--- config.mk ---
export PLATFORM = sky130hd
export DESIGN_NAME = spi_reg_bank_flat
export DESIGN_NICKNAME = d
export VERILOG_FILES = /design/src/rtl/spi_reg_bank_if.sv /design/src/rtl/spi_reg_bank.sv /design/src/flat_wrapper.sv
export SDC_FILE = /design/constraint.sdc
export NUM_CORES = 1
export LEC_CHECK = 0
export CORE_AREA = 2 2 103 105
export DETAILED_ROUTE_END_ITERATION = 16
export DIE_AREA = 0 0 105 107
export PLACE_DENSITY = 0.8
export REMOVE_ABC_BUFFERS = 1
export SLEW_MARGIN = 0
export SYNTH_ARGS = -nofsm -noshare
export SYNTH_HDL_FRONTEND = slang
export SYNTH_SLANG_ARGS = --single-unit
--- constraint.sdc ---
create_clock -name clk -period 2 [get_ports clk]
set_clock_uncertainty 0.05 [all_clocks]
set_input_delay 0.2 -clock clk [delete_from_list [all_inputs] [get_ports clk]]
set_output_delay 0.2 -clock clk [all_outputs]
set_load 0.01 [all_outputs]
--- src/rtl/spi_reg_bank_if.sv ---
// Byte-level bus between the SPI slave shifter and the register bank.
// The master side is the SPI slave shifter; the slave side is spi_reg_bank.
interface spi_reg_bank_if #(
    parameter int NUM_REGS = 8
);
    logic                  frame_active;
    logic                  rx_valid;
    logic [7:0]            rx_byte;
    logic [7:0]            tx_byte;
    logic [NUM_REGS*8-1:0] reg_out;
    logic                  wr_strobe;
    logic [6:0]            wr_addr;
    logic [7:0]            err_count;

    modport master (
        output frame_active, rx_valid, rx_byte,
        input  tx_byte, reg_out, wr_strobe, wr_addr, err_count
    );

    modport slave (
        input  frame_active, rx_valid, rx_byte,
        output tx_byte, reg_out, wr_strobe, wr_addr, err_count
    );
endinterface

--- src/rtl/spi_reg_bank.sv ---
// SPI byte-level register bank: command/address decode, register read/write, MISO byte return.
// Define SPI_REG_AUTOINC_EN to advance the address after each data byte (burst access with wrap).
// state | meaning: IDLE wait CS rise | CMD decode cmd byte | DATA read/write bytes | ERR reject frame
module spi_reg_bank #(
    parameter int         NUM_REGS = 8,
    parameter logic [7:0] ID_VALUE = 8'hA5
) (
    input logic           clk,
    input logic           rst,
    spi_reg_bank_if.slave bus
);
    localparam int         AW         = $clog2(NUM_REGS);
    localparam logic [7:0] NUM_REGS_B = 8'(NUM_REGS);

    typedef enum logic [1:0] {IDLE, CMD, DATA, ERR} state_t;

    state_t          state_q, state_d;
    logic            frame_active_q, frame_active_d;
    logic            rw_q, rw_d;
    logic [AW-1:0]   addr_q, addr_d;
    logic [7:0]      regs_q [NUM_REGS];
    logic [7:0]      regs_d [NUM_REGS];
    logic [7:0]      tx_byte_q, tx_byte_d;
    logic            wr_strobe_q, wr_strobe_d;
    logic [6:0]      wr_addr_q, wr_addr_d;
    logic [7:0]      err_count_q, err_count_d;
    logic [7:0]      err_count_inc;
    logic            frame_rise;

    function automatic logic [AW-1:0] next_addr(input logic [AW-1:0] a);
`ifdef SPI_REG_AUTOINC_EN
        return a + AW'(1);
`else
        return a;
`endif
    endfunction

    assign frame_rise    = bus.frame_active & ~frame_active_q;
    assign err_count_inc = (err_count_q == 8'hFF) ? err_count_q : err_count_q + 8'd1;

    always_comb begin
        state_d        = state_q;
        frame_active_d = bus.frame_active;
        rw_d           = rw_q;
        addr_d         = addr_q;
        regs_d         = regs_q;
        tx_byte_d      = tx_byte_q;
        wr_strobe_d    = 1'b0;
        wr_addr_d      = wr_addr_q;
        err_count_d    = err_count_q;

        // Frame end wins over a coincident rx_valid.
        if (!bus.frame_active) begin
            state_d   = IDLE;
            tx_byte_d = 8'h00;
            addr_d    = '0;
        end else begin
            case (state_q)
                IDLE: begin
                    if (frame_rise) state_d = CMD;
                end
                CMD: begin
                    if (bus.rx_valid) begin
                        rw_d = bus.rx_byte[7];
                        if ({1'b0, bus.rx_byte[6:0]} >= NUM_REGS_B) begin
                            state_d     = ERR;
                            tx_byte_d   = 8'hEE;
                            err_count_d = err_count_inc;
                        end else begin
                            state_d   = DATA;
                            addr_d    = bus.rx_byte[AW-1:0];
                            tx_byte_d = bus.rx_byte[7] ? 8'h00 : regs_q[bus.rx_byte[AW-1:0]];
                        end
                    end
                end
                DATA: begin
                    if (bus.rx_valid) begin
                        addr_d = next_addr(addr_q);
                        if (rw_q) begin
                            tx_byte_d = bus.rx_byte;
                            if (addr_q != '0) begin
                                regs_d[addr_q] = bus.rx_byte;
                                wr_strobe_d    = 1'b1;
                                wr_addr_d      = 7'(addr_q);
                            end else begin
                                err_count_d = err_count_inc;
                            end
                        end else begin
                            tx_byte_d = regs_q[next_addr(addr_q)];
                        end
                    end
                end
                ERR: begin
                    tx_byte_d = 8'hEE;
                end
                default: begin
                    state_d = IDLE;
                end
            endcase
        end
    end

    // frame_active_q resets high so a frame already running at reset release is ignored.
    always_ff @(posedge clk) begin
        if (rst) begin
            state_q        <= IDLE;
            frame_active_q <= 1'b1;
            rw_q           <= 1'b0;
            addr_q         <= '0;
            tx_byte_q      <= 8'h00;
            wr_strobe_q    <= 1'b0;
            wr_addr_q      <= 7'd0;
            err_count_q    <= 8'h00;
            for (int i = 0; i < NUM_REGS; i++) begin
                regs_q[i] <= (i == 0) ? ID_VALUE : 8'h00;
            end
        end else begin
            state_q        <= state_d;
            frame_active_q <= frame_active_d;
            rw_q           <= rw_d;
            addr_q         <= addr_d;
            tx_byte_q      <= tx_byte_d;
            wr_strobe_q    <= wr_strobe_d;
            wr_addr_q      <= wr_addr_d;
            err_count_q    <= err_count_d;
            regs_q         <= regs_d;
        end
    end

    assign bus.tx_byte   = tx_byte_q;
    assign bus.wr_strobe = wr_strobe_q;
    assign bus.wr_addr   = wr_addr_q;
    assign bus.err_count = err_count_q;

    for (genvar g = 0; g < NUM_REGS; g++) begin : g_reg_out
        assign bus.reg_out[8*g +: 8] = regs_q[g];
    end
endmodule

--- src/flat_wrapper.sv ---
// flat-port wrapper written by rule: the top's interface ports become plain ports
module spi_reg_bank_flat 
#(
    parameter int         NUM_REGS = 8,
    parameter logic [7:0] ID_VALUE = 8'hA5
)
  (clk, rst, bus_frame_active, bus_rx_valid, bus_rx_byte, bus_tx_byte, bus_reg_out, bus_wr_strobe, bus_wr_addr, bus_err_count);
  spi_reg_bank_if #(.NUM_REGS(NUM_REGS)) bus_i ();
  input logic clk;
  input logic rst;
  input wire logic [$bits(bus_i.frame_active)-1:0] bus_frame_active;
  input wire logic [$bits(bus_i.rx_valid)-1:0] bus_rx_valid;
  input wire logic [$bits(bus_i.rx_byte)-1:0] bus_rx_byte;
  output wire logic [$bits(bus_i.tx_byte)-1:0] bus_tx_byte;
  output wire logic [$bits(bus_i.reg_out)-1:0] bus_reg_out;
  output wire logic [$bits(bus_i.wr_strobe)-1:0] bus_wr_strobe;
  output wire logic [$bits(bus_i.wr_addr)-1:0] bus_wr_addr;
  output wire logic [$bits(bus_i.err_count)-1:0] bus_err_count;
  assign bus_i.frame_active = bus_frame_active;
  assign bus_i.rx_valid = bus_rx_valid;
  assign bus_i.rx_byte = bus_rx_byte;
  assign bus_tx_byte = bus_i.tx_byte;
  assign bus_reg_out = bus_i.reg_out;
  assign bus_wr_strobe = bus_i.wr_strobe;
  assign bus_wr_addr = bus_i.wr_addr;
  assign bus_err_count = bus_i.err_count;
  spi_reg_bank #(.NUM_REGS(NUM_REGS), .ID_VALUE(ID_VALUE)) u_core (.clk(clk), .rst(rst), .bus(bus_i));
endmodule
==> metrics.yaml <==
routing:
  vias_per_cell: 5.61
  wl_per_cell_um: 18.3
  drt-total-wl_um: 13400
  via_count: 4105
  ant_nets: 0
  firstDrtPassIters: 8
  drc: 0
  first_iter_violations: 362
placed_design:
  placed_cell_area_um2: 6040
  port_buffers: 95
  gp_congestion: 0.885
  hpwl_um: 10100
yosys:
  synthArstFlopShare: 0
  synthCells: 458
  yosysUniqueCellTypes: 53
  synth_top_family_by_area: "multiplexers"
  synth_top_area_share: 0.397
  yosysSeqAreaShare: 0.397
  synth-edff-count: 0
  synth_largest_area_cell: "dfxtp_1"
  ys_seq_elements: 91
  synth_simple_gate_area_frac: 0.161
  yosys-top-cells-area: "dfxtp_1 40%, mux2i_1 17%, mux4_2 10%"
  yosysWarnings: 0
  syn_area_um2: 4590
  synth_xor_area_frac: 0.00954
  synth_compound_area_frac: 0.0891
  synthFlopType: "dfxtp_1"
  muxShareOfSynthArea: 0.292
  post_synth_fa_ha_maj_area_fraction: 0.00273
  syn-mean-instance-area_um2: 10.0
cells_and_area:
  finalInstanceArea_um2: 6250
  layout-drive-gt1-share: 0.206
  area_growth_pct: 36.1
  mostFrequentLayoutCell: "clkdlybuf4s50_1"
  layout_common_cells: "94 x clkdlybuf4s50_1, 87 x dfxtp_1, 80 x mux2i_1"
  antenna_cells: 0
  nNetsFinal: 604
  post-route-util: 0.619
critical_path:
  critPathCaptureType: "flip-flop"
  reg2reg_slack_ns: 0.11
  crit_path_end: "u_core.bus.err_count[6]$_SDFFE_PP0P_"
  required_ns: 2.21
  timing.rr.end: "u_core.bus.err_count[6]$_SDFFE_PP0P_"
  startpoint: "u_core.addr_q[1]$_SDFFE_PP0P_"
  path_class: "reg2reg"
  start_kind: "flip-flop"
  r2r_cells: 6
  worst_ep_arrival_time_ns: 2.10
  reg2reg_from: "u_core.addr_q[1]$_SDFFE_PP0P_"
  path_max_fanout: 9
power:
  powerDensity_nw_per_um2: 525
  leakage_nw: 2.43
  clkPwrFrac: 0.379
  seq_power_share: 0.555
  pwr-share-comb: 0.067
  switching_share: 0.241
  ir_drop_mv: 0.377
  p_int_mw: 2.49
  switching_power_mw: 0.791
worst_hold_path:
  hold_depth: 2
  hold_path_class: "in2reg"
floorplan:
  die_area_um2: 11200
  core_um2: 10100
  rows: 37
  die_h_um: 107
  fp.dieW_um: 105
  initial_utilization: 0.455
  pin_count: 100
sta:
  report.final.slew_viol_count: 0
  maxClockFrequency_mhz: 528
  min_period_ns: 1.89
  finalSetupViolations: 0
  rsz0062_at_grt: "false"
  hold_violations: 0
  period_share: 0.947
grt:
  overflow: 0
  grt_pass1_vias: 4269
  antenna_found_initial: 0
  grt_pass1_wl_um: 21400
  grt_max_degree: 44
  grt_usage: 0.243
cts:
  cts_buffer_depth: 2
  clkSlewWorstSetupHoldPaths_ns: 0.09
  hold_buffers: 0
  cts_tree: "yes"
  clock_latency_ns: 0.37
  root_buffer: "clkbuf_8"
  cts_sinks: 91
  htreeDepth: 3
  numCtsBuffers: 9
run_status:
  status: "finished, final reports clean"
run:
  maxCapViolCount: 0
## layout make-up
cell class | instances | area [µm²]
clock buffers | 10 | 128
clock inverters | 6 | 63.8
fillers | 843 | 3850
inverters | 3 | 11.3
multi-input cells | 326 | 2570
flip-flops and latches | 91 | 1830
well taps | 136 | 170
repair buffers | 160 | 1470
## worst max-delay path, cell delays in order, from the launching register on
cell and delay (ns):
dfxtp_2 0.41, nor4b_2 0.32, o22ai_1 0.17, buf_4 0.18, nor3_4 0.17, nand4_1 0.15
mux2_1 0.33
## what timing repair did
| item | 4_1_cts | 5_1_grt |
|---|---|---|
| pin swaps | 0 | 0 |
| setup endpoints to repair | 2 | 2 |
| gates resized for setup | 2 | 3 |
| setup buffers | 0 | 0 |
## synth_stat cells, types with 2 or more instances
cell type,number
dfxtp_1,91
a21o_1,2
o221ai_1,4
a211oi_1,2
clkbuf_1,19
or2_2,5
mux4_2,21
nor3_4,3
a31oi_1,7
nand2_1,13
o22ai_1,2
o22a_1,4
nor3_1,2
nand2b_1,6
mux2_2,2
nor2b_1,9
nand4b_1,2
nor2_1,78
a22oi_1,5
o21ai_0,22
and3_1,3
xnor2_1,4
a21oi_1,9
buf_6,2
buf_2,14
mux2i_1,80
inv_1,3
buf_4,5
mux2_1,4
nand3_1,9
nor4_1,2
nand4_1,3
## per-layer routing
layer  track usage  vias up  wire [µm]
li1              -     1903          -
met1         0.300     2008       5520
met2         0.416      171       6740
met3        0.0596       23        845
met4        0.0848        0        275
met5             0        -          0
## worst min-delay path by stage
stage | endpoint | start
global route | u_core.bus.err_count[2]$_SDFFE_PP0P_ | rst
detailed placement | u_core.bus.wr_addr[1]$_SDFFE_PP0P_ | u_core.bus.wr_addr[1]$_SDFFE_PP0P_
floorplan | u_core.bus.wr_addr[0]$_SDFFE_PP0P_ | rst
finish | u_core.bus.err_count[2]$_SDFFE_PP0P_ | rst
global placement | u_core.bus.wr_addr[2]$_SDFFE_PP0P_ | u_core.bus.wr_addr[2]$_SDFFE_PP0P_
CTS | u_core.bus.err_count[2]$_SDFFE_PP0P_ | rst
## logic make-up after synthesis
group	after synthesis
xor+xnor	5
mux	107
compound gates	64
other cells	1
buf+inv	44
fa+ha+maj	1
simple gates	145
flops	91
## power by group through the flow
stage | Combinational [mW] | Clock [mW] | Sequential (mW)
2_1_floorplan | 0.0544 | 0 | 1.86
3_3_place_gp | 0.210 | 0 | 1.86
3_5_place_dp | 0.214 | 0 | 1.86
4_1_cts | 0.216 | 1.27 | 1.82
5_1_grt | 0.234 | 1.33 | 1.82
6_report | 0.219 | 1.24 | 1.82
## through the flow
step	worst slack [ns]	cells	hold WS [ns]	total power, mW	setup TNS [ns]
final	0.106	732	0.180	3.28	0
after global routing	0.00157	732	0.191	3.38	0
after CTS	0.0183	732	0.169	3.30	0
after detailed placement	-0.162	716	0.398	2.07	-0.869
after global placement	-0.0823	716	0.395	2.07	-0.343
after floorplan	-0.562	420	0.219	1.92	-20.94
## flip-flops by register name, summed over array words and instances, names as in the netlist
register	cells
u_core.bus.tx_byte	8
u_core.bus.wr_addr	3
u_core.bus.wr_strobe	1
u_core.bus.err_count	8
u_core.addr_q	3
u_core.frame_active_q	1
u_core.rw_q	1
u_core.bus.reg_out	64
u_core.state_q	2
Note: power is estimated with default switching activity, not from simulation.
